[src/rtl/modbus_msg_buffer.sv]
// Modbus message buffer: host-side byte FIFOs for TX and RX with frame-level
// commit semantics toward a UART bridge.
// Optional build macro: MODBUS_MSGBUF_ERR_DROP_EN (discard frames ended with error).
module modbus_msg_buffer #(
   parameter int DEPTH = 256,
   parameter int CW    = 16
) (
   input  logic          PCLK,
   input  logic          PRESETn,
   input  logic [7:0]    host_tx_data,
   input  logic          host_tx_push,
   output logic          host_tx_ready,
   input  logic          host_tx_commit,
   output logic [7:0]    host_rx_data,
   output logic          host_rx_valid,
   input  logic          host_rx_pop,
   output logic [7:0]    ln_tx_data,
   output logic          ln_tx_valid,
   input  logic          ln_tx_ready,
   input  logic [7:0]    ln_rx_data,
   input  logic          ln_rx_valid,
   input  logic          ln_frame_start,
   input  logic          ln_frame_end,
   input  logic          ln_frame_err,
   input  logic [15:0]   cfg_msg_wm,
   input  logic          cfg_flush,
   input  logic [2:0]    irq_w1c,
   output logic [CW-1:0] rx_count,
   output logic [CW-1:0] tx_count,
   output logic [15:0]   err_count,
   output logic [2:0]    irq,
   output logic [1:0]    stat
);
   localparam int AW = $clog2(DEPTH);

   typedef enum logic {TX_IDLE, TX_SEND} tx_state_t;
   typedef enum logic [1:0] {RX_IDLE, RX_RECV, RX_DROP} rx_state_t;

   logic [7:0] tx_mem [DEPTH];
   logic [7:0] rx_mem [DEPTH];

   tx_state_t tx_state_q, tx_state_d;
   logic [AW-1:0] tx_wr_q, tx_wr_d, tx_rd_q, tx_rd_d;
   logic [CW-1:0] tx_count_q, tx_count_d, tx_rem_q, tx_rem_d;
   logic tx_valid_q, tx_valid_d;
   logic tx_push, tx_pop, tx_done_set, tx_busy_set;

   rx_state_t rx_state_q, rx_state_d;
   logic [AW-1:0] rx_wr_q, rx_wr_d, rx_cptr_q, rx_cptr_d, rx_rd_q, rx_rd_d;
   logic [CW-1:0] rx_count_q, rx_count_d, rx_pend_q, rx_pend_d, rx_commit_add;
   logic rx_pop, rx_full, rx_wr_en, frame_set, ovf_set, err_inc;

   logic tx_done_q, tx_done_d, frame_q, frame_d, rx_ovf_q, rx_ovf_d, tx_busy_q, tx_busy_d;
   logic [15:0] err_count_q, err_count_d;
   logic wm_hit, w1c_unused;

   // TX side: FIFO bookkeeping plus the IDLE/SEND frame sender
   always_comb begin
      tx_state_d  = tx_state_q;
      tx_valid_d  = tx_valid_q;
      tx_rem_d    = tx_rem_q;
      tx_done_set = 1'b0;
      tx_busy_set = 1'b0;
      tx_push     = host_tx_push && (tx_count_q != CW'(DEPTH));
      tx_pop      = tx_valid_q && ln_tx_ready;
      tx_wr_d     = tx_push ? tx_wr_q + 1'b1 : tx_wr_q;
      tx_rd_d     = tx_pop ? tx_rd_q + 1'b1 : tx_rd_q;
      tx_count_d  = tx_count_q + CW'(tx_push) - CW'(tx_pop);
      case (tx_state_q)
         TX_IDLE: begin
            // Remaining is the fill level before any same-cycle push
            if (host_tx_commit && (tx_count_q != '0)) begin
               tx_state_d = TX_SEND;
               tx_valid_d = 1'b1;
               tx_rem_d   = tx_count_q;
            end
         end
         TX_SEND: begin
            if (host_tx_commit) tx_busy_set = 1'b1;
            if (tx_pop) begin
               tx_rem_d = tx_rem_q - 1'b1;
               if (tx_rem_q == CW'(1)) begin
                  tx_state_d  = TX_IDLE;
                  tx_valid_d  = 1'b0;
                  tx_done_set = 1'b1;
               end
            end
         end
         default: tx_state_d = TX_IDLE;
      endcase
      if (cfg_flush) begin
         tx_state_d  = TX_IDLE;
         tx_valid_d  = 1'b0;
         tx_rem_d    = '0;
         tx_wr_d     = '0;
         tx_rd_d     = '0;
         tx_count_d  = '0;
         tx_done_set = 1'b0;
         tx_busy_set = 1'b0;
      end
   end

   // RX side: speculative frame writes that become visible only on a good frame end
   always_comb begin
      rx_state_d    = rx_state_q;
      rx_wr_d       = rx_wr_q;
      rx_cptr_d     = rx_cptr_q;
      rx_pend_d     = rx_pend_q;
      rx_commit_add = '0;
      rx_wr_en      = 1'b0;
      frame_set     = 1'b0;
      ovf_set       = 1'b0;
      err_inc       = 1'b0;
      rx_pop        = host_rx_pop && (rx_count_q != '0);
      rx_full       = (rx_count_q + rx_pend_q) == CW'(DEPTH);
      rx_rd_d       = rx_pop ? rx_rd_q + 1'b1 : rx_rd_q;
      case (rx_state_q)
         RX_RECV: begin
            if (ln_rx_valid) begin
               if (rx_full) begin
                  rx_state_d = ln_frame_end ? RX_IDLE : RX_DROP;
                  rx_wr_d    = rx_cptr_q;
                  rx_pend_d  = '0;
                  ovf_set    = 1'b1;
                  err_inc    = 1'b1;
               end else begin
                  rx_wr_en  = 1'b1;
                  rx_wr_d   = rx_wr_q + 1'b1;
                  rx_pend_d = rx_pend_q + 1'b1;
               end
            end
            // A byte arriving with frame_end has already been folded in above
            if (ln_frame_end && (rx_state_d == RX_RECV)) begin
               rx_state_d = RX_IDLE;
               err_inc    = ln_frame_err;
`ifdef MODBUS_MSGBUF_ERR_DROP_EN
               if (ln_frame_err) begin
                  rx_wr_d   = rx_cptr_q;
                  rx_pend_d = '0;
               end else begin
                  rx_cptr_d     = rx_wr_d;
                  rx_commit_add = rx_pend_d;
                  rx_pend_d     = '0;
                  frame_set     = 1'b1;
               end
`else
               rx_cptr_d     = rx_wr_d;
               rx_commit_add = rx_pend_d;
               rx_pend_d     = '0;
               frame_set     = 1'b1;
`endif
            end
         end
         RX_DROP: if (ln_frame_end) rx_state_d = RX_IDLE;
         RX_IDLE: rx_state_d = RX_IDLE;
         default: rx_state_d = RX_IDLE;
      endcase
      // A new frame start abandons any partial frame; a same-cycle byte is not kept
      if (ln_frame_start) begin
         rx_state_d    = RX_RECV;
         rx_wr_d       = rx_cptr_q;
         rx_pend_d     = '0;
         rx_wr_en      = 1'b0;
         rx_commit_add = '0;
         frame_set     = 1'b0;
         ovf_set       = 1'b0;
         err_inc       = 1'b0;
      end
      rx_count_d = rx_count_q - CW'(rx_pop) + rx_commit_add;
      if (cfg_flush) begin
         rx_state_d = RX_IDLE;
         rx_wr_d    = '0;
         rx_cptr_d  = '0;
         rx_rd_d    = '0;
         rx_pend_d  = '0;
         rx_count_d = '0;
         rx_wr_en   = 1'b0;
         frame_set  = 1'b0;
         ovf_set    = 1'b0;
         err_inc    = 1'b0;
      end
   end

   // Sticky interrupt/status bits and the saturating error counter
   always_comb begin
      tx_done_d   = (tx_done_q & ~irq_w1c[2]) | tx_done_set;
      frame_d     = (frame_q & ~irq_w1c[1]) | frame_set;
      rx_ovf_d    = rx_ovf_q | ovf_set;
      tx_busy_d   = tx_busy_q | tx_busy_set;
      err_count_d = (err_inc && (err_count_q != 16'hFFFF)) ? err_count_q + 16'd1 : err_count_q;
   end

   // State registers
   always_ff @(posedge PCLK or negedge PRESETn) begin
      if (!PRESETn) begin
         tx_state_q  <= TX_IDLE;
         tx_valid_q  <= 1'b0;
         tx_rem_q    <= '0;
         tx_wr_q     <= '0;
         tx_rd_q     <= '0;
         tx_count_q  <= '0;
         rx_state_q  <= RX_IDLE;
         rx_wr_q     <= '0;
         rx_cptr_q   <= '0;
         rx_rd_q     <= '0;
         rx_pend_q   <= '0;
         rx_count_q  <= '0;
         tx_done_q   <= 1'b0;
         frame_q     <= 1'b0;
         rx_ovf_q    <= 1'b0;
         tx_busy_q   <= 1'b0;
         err_count_q <= '0;
      end else begin
         tx_state_q  <= tx_state_d;
         tx_valid_q  <= tx_valid_d;
         tx_rem_q    <= tx_rem_d;
         tx_wr_q     <= tx_wr_d;
         tx_rd_q     <= tx_rd_d;
         tx_count_q  <= tx_count_d;
         rx_state_q  <= rx_state_d;
         rx_wr_q     <= rx_wr_d;
         rx_cptr_q   <= rx_cptr_d;
         rx_rd_q     <= rx_rd_d;
         rx_pend_q   <= rx_pend_d;
         rx_count_q  <= rx_count_d;
         tx_done_q   <= tx_done_d;
         frame_q     <= frame_d;
         rx_ovf_q    <= rx_ovf_d;
         tx_busy_q   <= tx_busy_d;
         err_count_q <= err_count_d;
      end
   end

   // Byte storage; contents are don't-care until pointers make them visible
   always_ff @(posedge PCLK) begin
      if (tx_push) tx_mem[tx_wr_q] <= host_tx_data;
      if (rx_wr_en) rx_mem[rx_wr_q] <= ln_rx_data;
   end

   assign wm_hit        = (cfg_msg_wm != 16'd0) && (32'(rx_count_q) >= 32'(cfg_msg_wm));
   assign w1c_unused    = irq_w1c[0];
   assign host_tx_ready = (tx_count_q != CW'(DEPTH));
   assign ln_tx_valid   = tx_valid_q;
   assign ln_tx_data    = tx_valid_q ? tx_mem[tx_rd_q] : 8'h00;
   assign host_rx_valid = (rx_count_q != '0);
   assign host_rx_data  = host_rx_valid ? rx_mem[rx_rd_q] : 8'h00;
   assign rx_count      = rx_count_q;
   assign tx_count      = tx_count_q;
   assign err_count     = err_count_q;
   assign irq           = {tx_done_q, frame_q, wm_hit};
   assign stat          = {rx_ovf_q, tx_busy_q};
endmodule

[config.mk]
export PLATFORM = sky130hd
export DESIGN_NAME = modbus_msg_buffer
export DESIGN_NICKNAME = d
export VERILOG_FILES = /design/src/rtl/modbus_msg_buffer.sv
export SDC_FILE = /design/constraint.sdc
export NUM_CORES = 2
export LEC_CHECK = 0
export CAP_MARGIN = 0
export CORE_MARGIN = 2
export CORE_UTILIZATION = 51
export CTS_CLUSTER_DIAMETER = 150
export DETAILED_ROUTE_END_ITERATION = 12
export PLACE_DENSITY_LB_ADDON = 0.25
export SYNTH_ARGS = -nofsm -noshare
export SYNTH_HDL_FRONTEND = slang
export SYNTH_SLANG_ARGS = --single-unit
[constraint.sdc]
create_clock -name PCLK -period 5.5 [get_ports PCLK]
set_clock_uncertainty 0.2 [all_clocks]
set_input_delay 1.1 -clock PCLK [delete_from_list [all_inputs] [get_ports PCLK]]
set_output_delay 1.1 -clock PCLK [all_outputs]
set_load 0.01 [all_outputs]
==> results by group <==
Logic synthesis
  • Synth Register Bits: 4,224
  • Top cells by area, synth: edfxtp_1, mux4_2, dfrtp_1, nor2_1, ha_1
  • Synthesized cell area: about 170,000 sq um
  • Netlist cell types: between 70 and 80
  • Synth area leader: edfxtp_1
  • Post-Syn Nets: just under 8,000
  • Sequential area share after synthesis: 0.7547
  • Top cell type's share of synthesized area: 0.7356
  • Number of synthesized flops with an enable pin: 4,096
  • Post-Syn Instances: 7,585
  • Most used DFF post-synth: edfxtp_1
  • Mapped Avg Cell Area: around 22 sq um
  • Post-synth ARST share: 0.03030
  • Synth warnings: 0

Final layout
  • Share of cells above drive strength 1: 0.3222
  • Register area: 126,200 sq um
  • Final nets: 8,554
  • Area grow syn2layout: 15.94%
  • Final non-filler cell area: approximately 190,000 sq um
  • Area of the multi-input gates: about 39,000 sq um
  • Core Util, Final: 0.5931
  • Fill cell count: 22,770

Setup path
  • Worst R2R Start: rx_count[0]$_DFF_PN0_
  • Most frequent CP cell: mux4_2
  • Worst r2r dst: rx_count[14]$_DFF_PN0_
  • Largest stage delay, worst path: roughly 620 ps
  • Worst setup EP type: output pin
  • Register-to-register setup slack: -130 ps
  • Worst reg2reg path depth: 26
  • CP delay by family, top: multiplexers
  • Crit path DAT: 4750 ps
  • Crit path cell chain: buf_12 > buf_12 > buf_16 > buf_12 > buf_8 > mux4_2 > mux4_2 > mux4_2 > mux4_2 > and2_1 > buf_2
  • CP Class: register to output pin
  • Worst path bufs/invs: 6
  • CP required: approximately 4200 ps
  • Critical path's slowest cell: mux4_2
  • CP startpoint kind: register
  • CP Max Fanout: 8

Min path
  • Hold Path Class: input port to async pin

Die
  • Die area: 332,500 sq um
  • Vert. Die Dim: roughly 580 um
  • Initial Util: 0.5116
  • I/O pins: ~120
  • Die extent in x: 576.6 um
  • Core Region: approximately 330,000 sq um
  • Row count: 210

Timing
  • Rel. slew slack: 0.1664
  • Tmin final: 6054 ps
  • Final hold slack: between 40 and 50 ps
  • Unrepaired setup endpoints after global routing: yes
  • Fin. max-slew vios: 0
  • Final setup vio count: 18
  • Maximum clock rate: ~0.17 GHz
  • Final WS setup: -553.9 ps
  • Worst-Margin Slew: approximately 1300 ps
  • Final period utilization: 1.101
  • Hold Fails Final Rpt: 0

Clocking
  • H-tree levels: 5
  • CTS Buffer Depth: 4
  • Clk_lat worst skew: 970 ps
  • CTS tree: yes
  • Clock Pin Slew Worst Setup and Hold Paths: 60 ps
  • Total CTS buffers: roughly 420
  • Clock Tree Root: clkbuf_16
  • Clock sinks: 4,224

Route
  • Pre-antenna DRT Iters: 6
  • # DRC: 0
  • Routed WL per cell: approximately 31 um
  • Vias/cell: a little over 6
  • Routed WL: between 400,000 and 500,000 um
  • DR iter-0 viols: 9,928
  • Via count: 81,830
  • Final ANT Viol Nets: 0

Pwr
  • Pleak: roughly 60 nW
  • Maximum vdd drop: 0.3667 mV
  • PwrDens: 366.9 nW/um^2
  • Pwr Total: between 0.07 and 0.08 W

Outcome
  • Failing checks: setup timing
  • Status: finished with violations

Global route
  • Gr usage total: 0.2436
  • Initial antenna violation count: 14
  • First-pass GRT wire length: between 500,000 and 600,000 um
  • Vias in the first global route: 82,490
  • Grt ovf: 0
  • Largest net degree at the start of global routing: 165

Job
  • Number of max-cap violations: 0

Placed design
  • Cell Area, Placed: around 180,000 sq um
  • Final HPWL DP: about 250,000 um
  • Port Buf Inserts: ~120
  • Routability cong.: 0.8541
==> final cells by class <==
| cell class | instances | share of cell area |
|---|---|---|
| Tap cell | 4346 | 0.02805 |
| Sequential cell | 4224 | 0.6511 |
| Clock buffer | 517 | 0.05701 |
| Timing Repair Buffer | 826 | 0.04605 |
| Multi-Input combinational cell | 2821 | 0.2030 |
| Inverter | 115 | 0.002239 |
| Clock inverter | 261 | 0.01247 |
| Antenna cell | 7 | 0.00009035 |
==> cell usage in the layout, fill, tap and decap left out, types with 44 or more instances in the layout <==
master / Yosys / routed
xor2_1: 44 / 44
a21oi_1: 58 / 54
buf_4: 7 / 521
nand2_1: 135 / 102
clkdlybuf4s50_1: 0 / 82
nor2_1: 607 / 604
clkbuf_1: 285 / 86
edfxtp_1: 4096 / 4096
o21ai_0: 54 / 49
buf_6: 1 / 46
clkinv_1: 3 / 100
buf_12: 0 / 110
inv_1: 112 / 101
mux4_2: 1360 / 1360
dfrtp_1: 128 / 117
clkbuf_16: 0 / 433
ha_1: 98 / 83
clkinv_2: 0 / 83
==> routing by layer <==
| layer | GRT usage | vias to the layer above | routed length, um |
|---|---|---|---|
| met5 | 0 | - | 7 |
| met4 | 0.06030 | 2 | 10440 |
| met3 | 0.04196 | 553 | 35820 |
| met2 | 0.3899 | 3952 | 198000 |
| met1 | 0.3535 | 43860 | 162200 |
| li1 | - | 33470 | - |
==> worst register-to-register path, cell delays in order, from the launching register on <==
cell and delay, ps:
dfrtp_1 380, ha_2 200, fa_2 350, a211o_1 350, a31o_4 260, buf_6 120
and3b_1 160, o211ai_1 270, nor4_4 70, o2111a_2 210, a21oi_2 160, nor2b_4 220
o21ai_1 100, ha_1 300, inv_2 40, ha_4 150, inv_2 60, fa_2 230
nor2b_4 50, o21ai_2 150, a21oi_2 90, o21ai_2 180, a21oi_2 80, a41o_1 190
o41a_1 410, a31oi_1 180, mux2_2 350
==> Yosys cell counts (all sizes together), types with 8 or more instances <==
master and number:
a211oi 11, a21o 24, a21oi 59, a22oi 8, a31oi 28, and2 38, and3 26, buf 140
clkbuf 285, dfrtp 128, edfxtp 4096, ha 98, inv 112, mux2i 14, mux4 1360, nand2 135
nand2b 19, nand3 39, nand4 24, nor2 607, nor2b 30, nor3 35, nor4 20, o21ai 54
or3 9, xnor2 38, xor2 44
==> cell families (layout without fill, tap and decap cells) <==
group,after synthesis,count (layout),synth area share
adders and majority gates,101,101,0.007692
muxes,1378,1378,0.1843
and+or+nand+nor,1010,1010,0.02645
AOI/OAI and AO/OA,250,250,0.009720
other,0,7,0
DFF,4224,4224,0.7547
xor gates and xnor gates,82,82,0.004295
buffers and inverters,540,1719,0.01284
==> where the power goes <==
group          internal (W)  switching, W  total [W]
Clock                0.0161        0.0120     0.0281
Sequential           0.0354      0.000164     0.0356
Combinational       0.00355       0.00384    0.00739
Total                0.0551        0.0160     0.0711
==> through the flow <==
stage,setup slack (ps),instances,TNS (ps)
2_1_floorplan,28.34,7585,0
3_3_place_gp,-352.2,12210,-935.9
3_5_place_dp,-308.3,12210,-735.0
4_1_cts,-599.3,13070,-8708
5_1_grt,-583.0,13110,-9179
6_report,-553.9,13120,-7623
==> sequential cells by signal (all words and copies together), names as in the netlist, 16 cells and up <==
register   cells
rx_count      16
rx_mem      2048
err_count     16
tx_rem_q      16
tx_count      16
tx_mem      2048
rx_pend_q     16
==> what timing repair did <==
item,in CTS,in global routing
resized for setup,157,104
hold buffers,0,0
buffers inserted,68,40
gates cloned,14,7
setup endpoints to repair,20,21
pin swaps,13,34
==> worst max path at each step <==
stage | start | end | slack, ps | depth (start not counted)
detailed placement | rx_pend_q[0]$_DFFE_PN0P_ | rx_count[14]$_DFF_PN0_ | -310 | 26
floorplan | rx_count[0]$_DFF_PN0_ | rx_count[14]$_DFF_PN0_ | 30 | 25
global placement | rx_pend_q[0]$_DFFE_PN0P_ | rx_count[14]$_DFF_PN0_ | -350 | 25
finish | tx_rd_q[0]$_DFFE_PN0P_ | ln_tx_data[2] | -550 | 11
global route | tx_rd_q[0]$_DFFE_PN0P_ | ln_tx_data[3] | -580 | 10
CTS | tx_rd_q[0]$_DFFE_PN0P_ | ln_tx_data[2] | -600 | 11
No activity file was read; power rests on OpenSTA's default activity.
